--- src/rtl/clkdiv_ctrl.sv ---
`default_nettype none
// ============================================================================
// Module      : clkdiv_ctrl
// Description : Frequency-select controller for the programmable clock
//               divider. Changes the 2-bit ratio select only on a rising
//               edge of the divider output, with a manual req/ack handshake
//               and an automatic sweep mode with programmable dwell.
// Revision    : 1.0 - initial release
// ============================================================================
module clkdiv_ctrl #(
  parameter int DWELL_W = 8,
  parameter int TMO     = 64
) (
  input  logic               clkin_i,
  input  logic               reset_ni,
  input  logic               mode_i,
  input  logic               req_i,
  input  logic [1:0]         req_freq_i,
  input  logic [DWELL_W-1:0] dwell_i,
  input  logic               clkout_i,
  output logic [1:0]         freq_o,
  output logic               ack_o,
  output logic               busy_o,
  output logic               step_o,
  output logic               tmo_err_o
);

  localparam int                TMO_W    = (TMO > 1) ? $clog2(TMO) : 1;
  localparam logic [TMO_W-1:0]  TMO_LAST = TMO_W'(TMO - 1);

  typedef enum logic [1:0] {
    ST_IDLE      = 2'd0,
    ST_WAIT_EDGE = 2'd1,
    ST_HOLD_ACK  = 2'd2,
    ST_SWEEP     = 2'd3
  } state_t;

  state_t               state_q, state_d;
  logic [1:0]           freq_q, freq_d;
  logic [1:0]           pend_q, pend_d;
  logic [DWELL_W-1:0]   edge_cnt_q, edge_cnt_d;
  logic [TMO_W-1:0]     tmo_cnt_q, tmo_cnt_d;
  logic                 step_q, step_d;
  logic                 tmo_err_q, tmo_err_d;
  logic                 clkout_q;

  logic                 w_rise;
  logic [DWELL_W-1:0]   w_dwell_eff;
  logic [DWELL_W:0]     w_edge_inc;
  logic                 w_dwell_reached;

  // clkout is already in the clkin domain, so a single register suffices
  // for edge detection.
  assign w_rise          = clkout_i & ~clkout_q;
  // A dwell of zero behaves as one edge per step.
  assign w_dwell_eff     = (dwell_i == '0) ? DWELL_W'(1) : dwell_i;
  // Compare with one extra bit so the increment cannot wrap; >= handles a
  // dwell lowered below the current count.
  assign w_edge_inc      = {1'b0, edge_cnt_q} + {{DWELL_W{1'b0}}, 1'b1};
  assign w_dwell_reached = (w_edge_inc >= {1'b0, w_dwell_eff});

  // Next-state and datapath update for the mode/handshake controller.
  always_comb begin
    state_d    = state_q;
    freq_d     = freq_q;
    pend_d     = pend_q;
    edge_cnt_d = edge_cnt_q;
    tmo_cnt_d  = tmo_cnt_q;
    step_d     = 1'b0;
    tmo_err_d  = tmo_err_q;

    case (state_q)
      ST_IDLE: begin
        if (mode_i) begin
          state_d    = ST_SWEEP;
          edge_cnt_d = '0;
        end else if (req_i) begin
          pend_d    = req_freq_i;
          tmo_err_d = 1'b0;
          if (req_freq_i == freq_q) begin
            state_d = ST_HOLD_ACK;
          end else begin
            state_d   = ST_WAIT_EDGE;
            tmo_cnt_d = '0;
          end
        end
      end

      ST_WAIT_EDGE: begin
        // mode and req are deliberately ignored until the change lands.
        tmo_cnt_d = tmo_cnt_q + 1'b1;
        if (w_rise || (tmo_cnt_q == TMO_LAST)) begin
          freq_d  = pend_q;
          state_d = ST_HOLD_ACK;
          if (!w_rise) begin
            tmo_err_d = 1'b1;
          end
        end
      end

      ST_HOLD_ACK: begin
        if (!req_i) begin
          state_d = ST_IDLE;
        end
      end

      ST_SWEEP: begin
        if (!mode_i) begin
          state_d    = ST_IDLE;
          edge_cnt_d = '0;
        end else if (w_rise) begin
          if (w_dwell_reached) begin
            freq_d     = freq_q + 2'd1;
            step_d     = 1'b1;
            edge_cnt_d = '0;
          end else begin
            edge_cnt_d = edge_cnt_q + 1'b1;
          end
        end
      end

      default: begin
        state_d = ST_IDLE;
      end
    endcase
  end

  // State and datapath registers; reset aborts any pending change.
  always_ff @(posedge clkin_i or negedge reset_ni) begin
    if (!reset_ni) begin
      state_q    <= ST_IDLE;
      freq_q     <= 2'b00;
      pend_q     <= 2'b00;
      edge_cnt_q <= '0;
      tmo_cnt_q  <= '0;
      step_q     <= 1'b0;
      tmo_err_q  <= 1'b0;
      clkout_q   <= 1'b0;
    end else begin
      state_q    <= state_d;
      freq_q     <= freq_d;
      pend_q     <= pend_d;
      edge_cnt_q <= edge_cnt_d;
      tmo_cnt_q  <= tmo_cnt_d;
      step_q     <= step_d;
      tmo_err_q  <= tmo_err_d;
      clkout_q   <= clkout_i;
    end
  end

  assign freq_o    = freq_q;
  assign ack_o     = (state_q == ST_HOLD_ACK);
  assign busy_o    = (state_q == ST_WAIT_EDGE);
  assign step_o    = step_q;
  assign tmo_err_o = tmo_err_q;

endmodule
`default_nettype wire

--- config.mk ---
export PLATFORM = sky130hd
export DESIGN_NAME = clkdiv_ctrl
export DESIGN_NICKNAME = d
export VERILOG_FILES = /design/src/rtl/clkdiv_ctrl.sv
export SDC_FILE = /design/constraint.sdc
export NUM_CORES = 1
export LEC_CHECK = 0
export BUFFER_PORTS_ARGS = -buffer_cell sky130_fd_sc_hd__buf_2
export CAP_MARGIN = 30
export CORE_MARGIN = 2
export CORE_UTILIZATION = 60
export CTS_CLUSTER_SIZE = 16
export DETAILED_ROUTE_END_ITERATION = 8
export GPL_ROUTABILITY_DRIVEN = 0
export PLACE_DENSITY = 0.86
export SYNTH_ARGS = -nofsm -noshare
export SYNTH_HDL_FRONTEND = slang
export SYNTH_SLANG_ARGS = --single-unit
--- constraint.sdc ---
create_clock -name clkin_i -period 4.7 [get_ports clkin_i]
set_input_delay 0.235 -clock clkin_i [delete_from_list [all_inputs] [get_ports clkin_i]]
set_output_delay 0.235 -clock clkin_i [all_outputs]
set_load 0.05 [all_outputs]
==> impl_metrics.py <==
metrics = {
    "outcome": {
        "outcome": "finished clean",
    },
    "grt": {
        "grt_max_degree": 24,
        "grt_usage": 0.243,
        "grt_pass1_vias": 1343,
        "antenna_found_initial": 0,
        "grt_first_pass_wirelength_um": 6120,
        "grt.overflow.total": 0,
    },
    "floorplanning": {
        "initial_core_util": 0.647,
        "fp.dieH_um": 56.4,
        "rows": 18,
        "core_area_um2": 2540,
        "die_x_um": 56.4,
        "io_pins": 21,
        "die_area_um2": 3180,
    },
    "detailed_routing": {
        "routed_wl_um": 3650,
        "drtAntennaViolNets": 0,
        "num_vias": 1417,
        "wire_per_inst_um": 15.6,
        "first_iter_violations": 67,
        "drc": 0,
        "drt-vias-per-instance": 6.06,
        "drtPass1Iterations": 4,
    },
    "synthesis": {
        "netlist_instances": 183,
        "ys_seq_elements": 23,
        "synth_top_area_share": 0.350,
        "muxShareOfSynthArea": 0.0137,
        "synthAdderAreaFrac": 0.0760,
        "ys_seq_area_frac": 0.350,
        "yosys-top-cells-area": "dfrtp_1 35%, ha_1 7.6%, nor2_1 5.0%",
        "syn_nets": 208,
        "syn-cell-area_um2": 1650,
        "synth_top_family_by_area": "compound AO/OA/AOI/OAI gates",
        "synth-simple-area-share": 0.206,
        "ys_types": 49,
        "synth_compound_area_frac": 0.243,
        "yosysTopAreaCell": "dfrtp_1",
        "postSynthAreaPerCell_um2": 9.00,
        "synth_warnings": 0,
        "synthXorXnorAreaFrac": 0.0631,
    },
    "worst_setup_path": {
        "cp_max_fo": 10,
        "crit_path_start_kind": "register",
        "path_cells": "ha_1, nand3_1, and2_1, or2_2, ha_1, a21oi_1, o21ai_0, a21oi_2, a21oi_1, mux2_1",
        "end_kind": "register",
        "cp_slowest_cell": "dfrtp_1",
        "cp.required_ns": 4.91,
        "critPathTopFamily": "compound AO/OA/AOI/OAI gates",
        "critPathBufInv": 0,
        "path_class": "reg2reg",
        "arrival_ns": 3.10,
        "critical_path.max_stage_delay_ns": 0.46,
    },
    "sta": {
        "clock_skew_ns": 0.0109,
        "period_needed_ns": 2.89,
        "hold_ws_ns": 0.0583,
        "timing.slew.headroom": 0.501,
        "rsz0062_at_grt": "false",
        "setup_violations": 0,
        "post-route-period-util": 0.615,
        "setup_tns_ns": 0,
        "clock.fmax_ghz": 0.346,
        "slew_viol_final": 0,
        "final_hold_viol_count": 0,
        "tightest_slew_ns": 0.749,
    },
    "clock_tree": {
        "clkLatencyLatePin_ns": 0.32,
        "root_buffer": "clkbuf_4",
        "path_clk_slew_ns": 0.13,
        "cts_made_buffers": 3,
        "cts_sinks": 23,
        "cts_buffer_depth": 2,
        "htree_levels": 1,
        "cts_setup_buffers": 0,
        "tritoncts": "built",
    },
    "finish": {
        "nets": 230,
        "drive_gt1_frac": 0.206,
        "syn_to_final_growth_pct": 8.89,
        "post-route-cell-area_um2": 1790,
        "antenna_cells": 0,
    },
    "pwr": {
        "p_leak_uw": 0.000867,
        "p_per_area_nw_per_um2": 434,
        "peakVddDrop_mv": 0.339,
        "p_total_uw": 777,
    },
    "min_path": {
        "holdCritPathClass": "in2reg",
    },
    "placed_design": {
        "io_buffers": 20,
        "postPlaceCellArea_um2": 1760,
        "dp_hpwl_um": 2820,
    },
    "flow_run": {
        "maxCapViolations": 0,
    },
}
-- cell usage in the layout, fill, tap and decap left out, drive strengths merged, types with 2 or more instances in the layout --
cell type	instances
nand2	22
xor2	4
nand3	8
mux2	2
dfrtp	23
a21o	2
xnor2	7
nor2b	2
and3	2
o211ai	9
nand2b	3
a32o	2
inv	14
and2	3
buf	20
o21a	3
a211o	2
or2	2
ha	10
a31oi	2
a21oi	11
nor2	23
o21ai	8
clkbuf	4
-- state kept, by name, indices dropped and copies added (netlist names) --
| signal | cells |
|---|---|
| clkout_q | 1 |
| edge_cnt_q | 8 |
| freq_o | 2 |
| pend_q | 2 |
| state_q | 2 |
| step_o | 1 |
| tmo_cnt_q | 6 |
| tmo_err_o | 1 |
-- layout make-up --
type	count	area, µm²
clock buffers	4	26.3
fillers	201	752
inverters	14	52.6
multi-input cells	142	991
flip-flops and latches	23	576
well taps	30	37.5
repair buffers	21	110
-- worst register-to-register path, delay by kind of cell (launching register included) --
kind / cells / cell delay, ns
AO/OA/AOI/OAI: 4 / 0.74
multiplexers: 1 / 0.32
AND/OR/NAND/NOR: 3 / 0.62
flip-flops: 1 / 0.46
adder cells (fa/ha/maj): 2 / 0.65
-- repair_timing --
action / CTS / global route
resized for setup: 0 / 0
hold buffers: 1 / 0
hold endpoints to repair: 23 / 0
-- through the flow --
stage	instances	setup WS [ns]	util
final	234	1.81	0.705
after global routing	234	1.60	0.705
after CTS	234	1.84	0.705
after detailed placement	229	1.88	0.690
after global placement	229	2.01	0.690
after floorplan	183	2.13	-
-- logic make-up after synthesis --
kind of cell,count (synthesis)
fa+ha+maj,10
buf+inv,18
simple gates,69
flops,23
xor+xnor,11
mux,2
compound gates,50
-- synth_stat cells, drive strengths merged --
cell type	n
nor4	1
o211ai	9
a21boi	1
o221ai	1
a211o	2
a32o	2
a21o	2
inv	14
a2111oi	1
nor3b	1
xnor2	7
nor3	1
a311o	1
o2111ai	1
o21bai	1
nor2	23
nand4	1
a21oi	11
nand3	8
a211oi	1
nor2b	2
a22o	1
nand2	22
or2	2
o21ai	8
dfrtp	23
nand2b	3
xor2	4
o21a	3
o311ai	1
a41o	1
and3	2
and2	3
mux2	2
buf	4
ha	10
a31oi	2
a22oi	1
-- power by group --
part | total, µW | leakage, µW | internal (µW) | switching (µW)
sequential | 316 | 0.000301 | 250 | 66.0
clock | 94.4 | 0.0000150 | 33.2 | 61.3
combinational | 367 | 0.000551 | 130 | 238
-- routing by layer --
metal | track usage | routed length, µm | share of wire | vias up
li1 | - | - | - | 686
met1 | 0.341 | 1640 | 0.45 | 681
met2 | 0.393 | 1750 | 0.48 | 46
met3 | 0.0461 | 234 | 0.064 | 4
met4 | 0.0476 | 27 | 0.0074 | 0
met5 | 0 | 0 | 0 | -
-- worst paths after layout --
check                                    from  slack (ns)  cells after the start       endpoint
worst max-delay path            edge_cnt_q[0]        1.81                     10      freq_o[1]
worst min-delay path                 clkout_i        0.06                      1       clkout_q
worst max register to register  edge_cnt_q[0]        1.81                     10      freq_o[1]
worst min register to register      pend_q[1]        0.54                      1      pend_q[1]
max in group asynchronous            reset_ni        3.95                      2       clkout_q
min in group asynchronous            reset_ni        0.40                      2  edge_cnt_q[2]
Power figures use the tool's default switching activity.
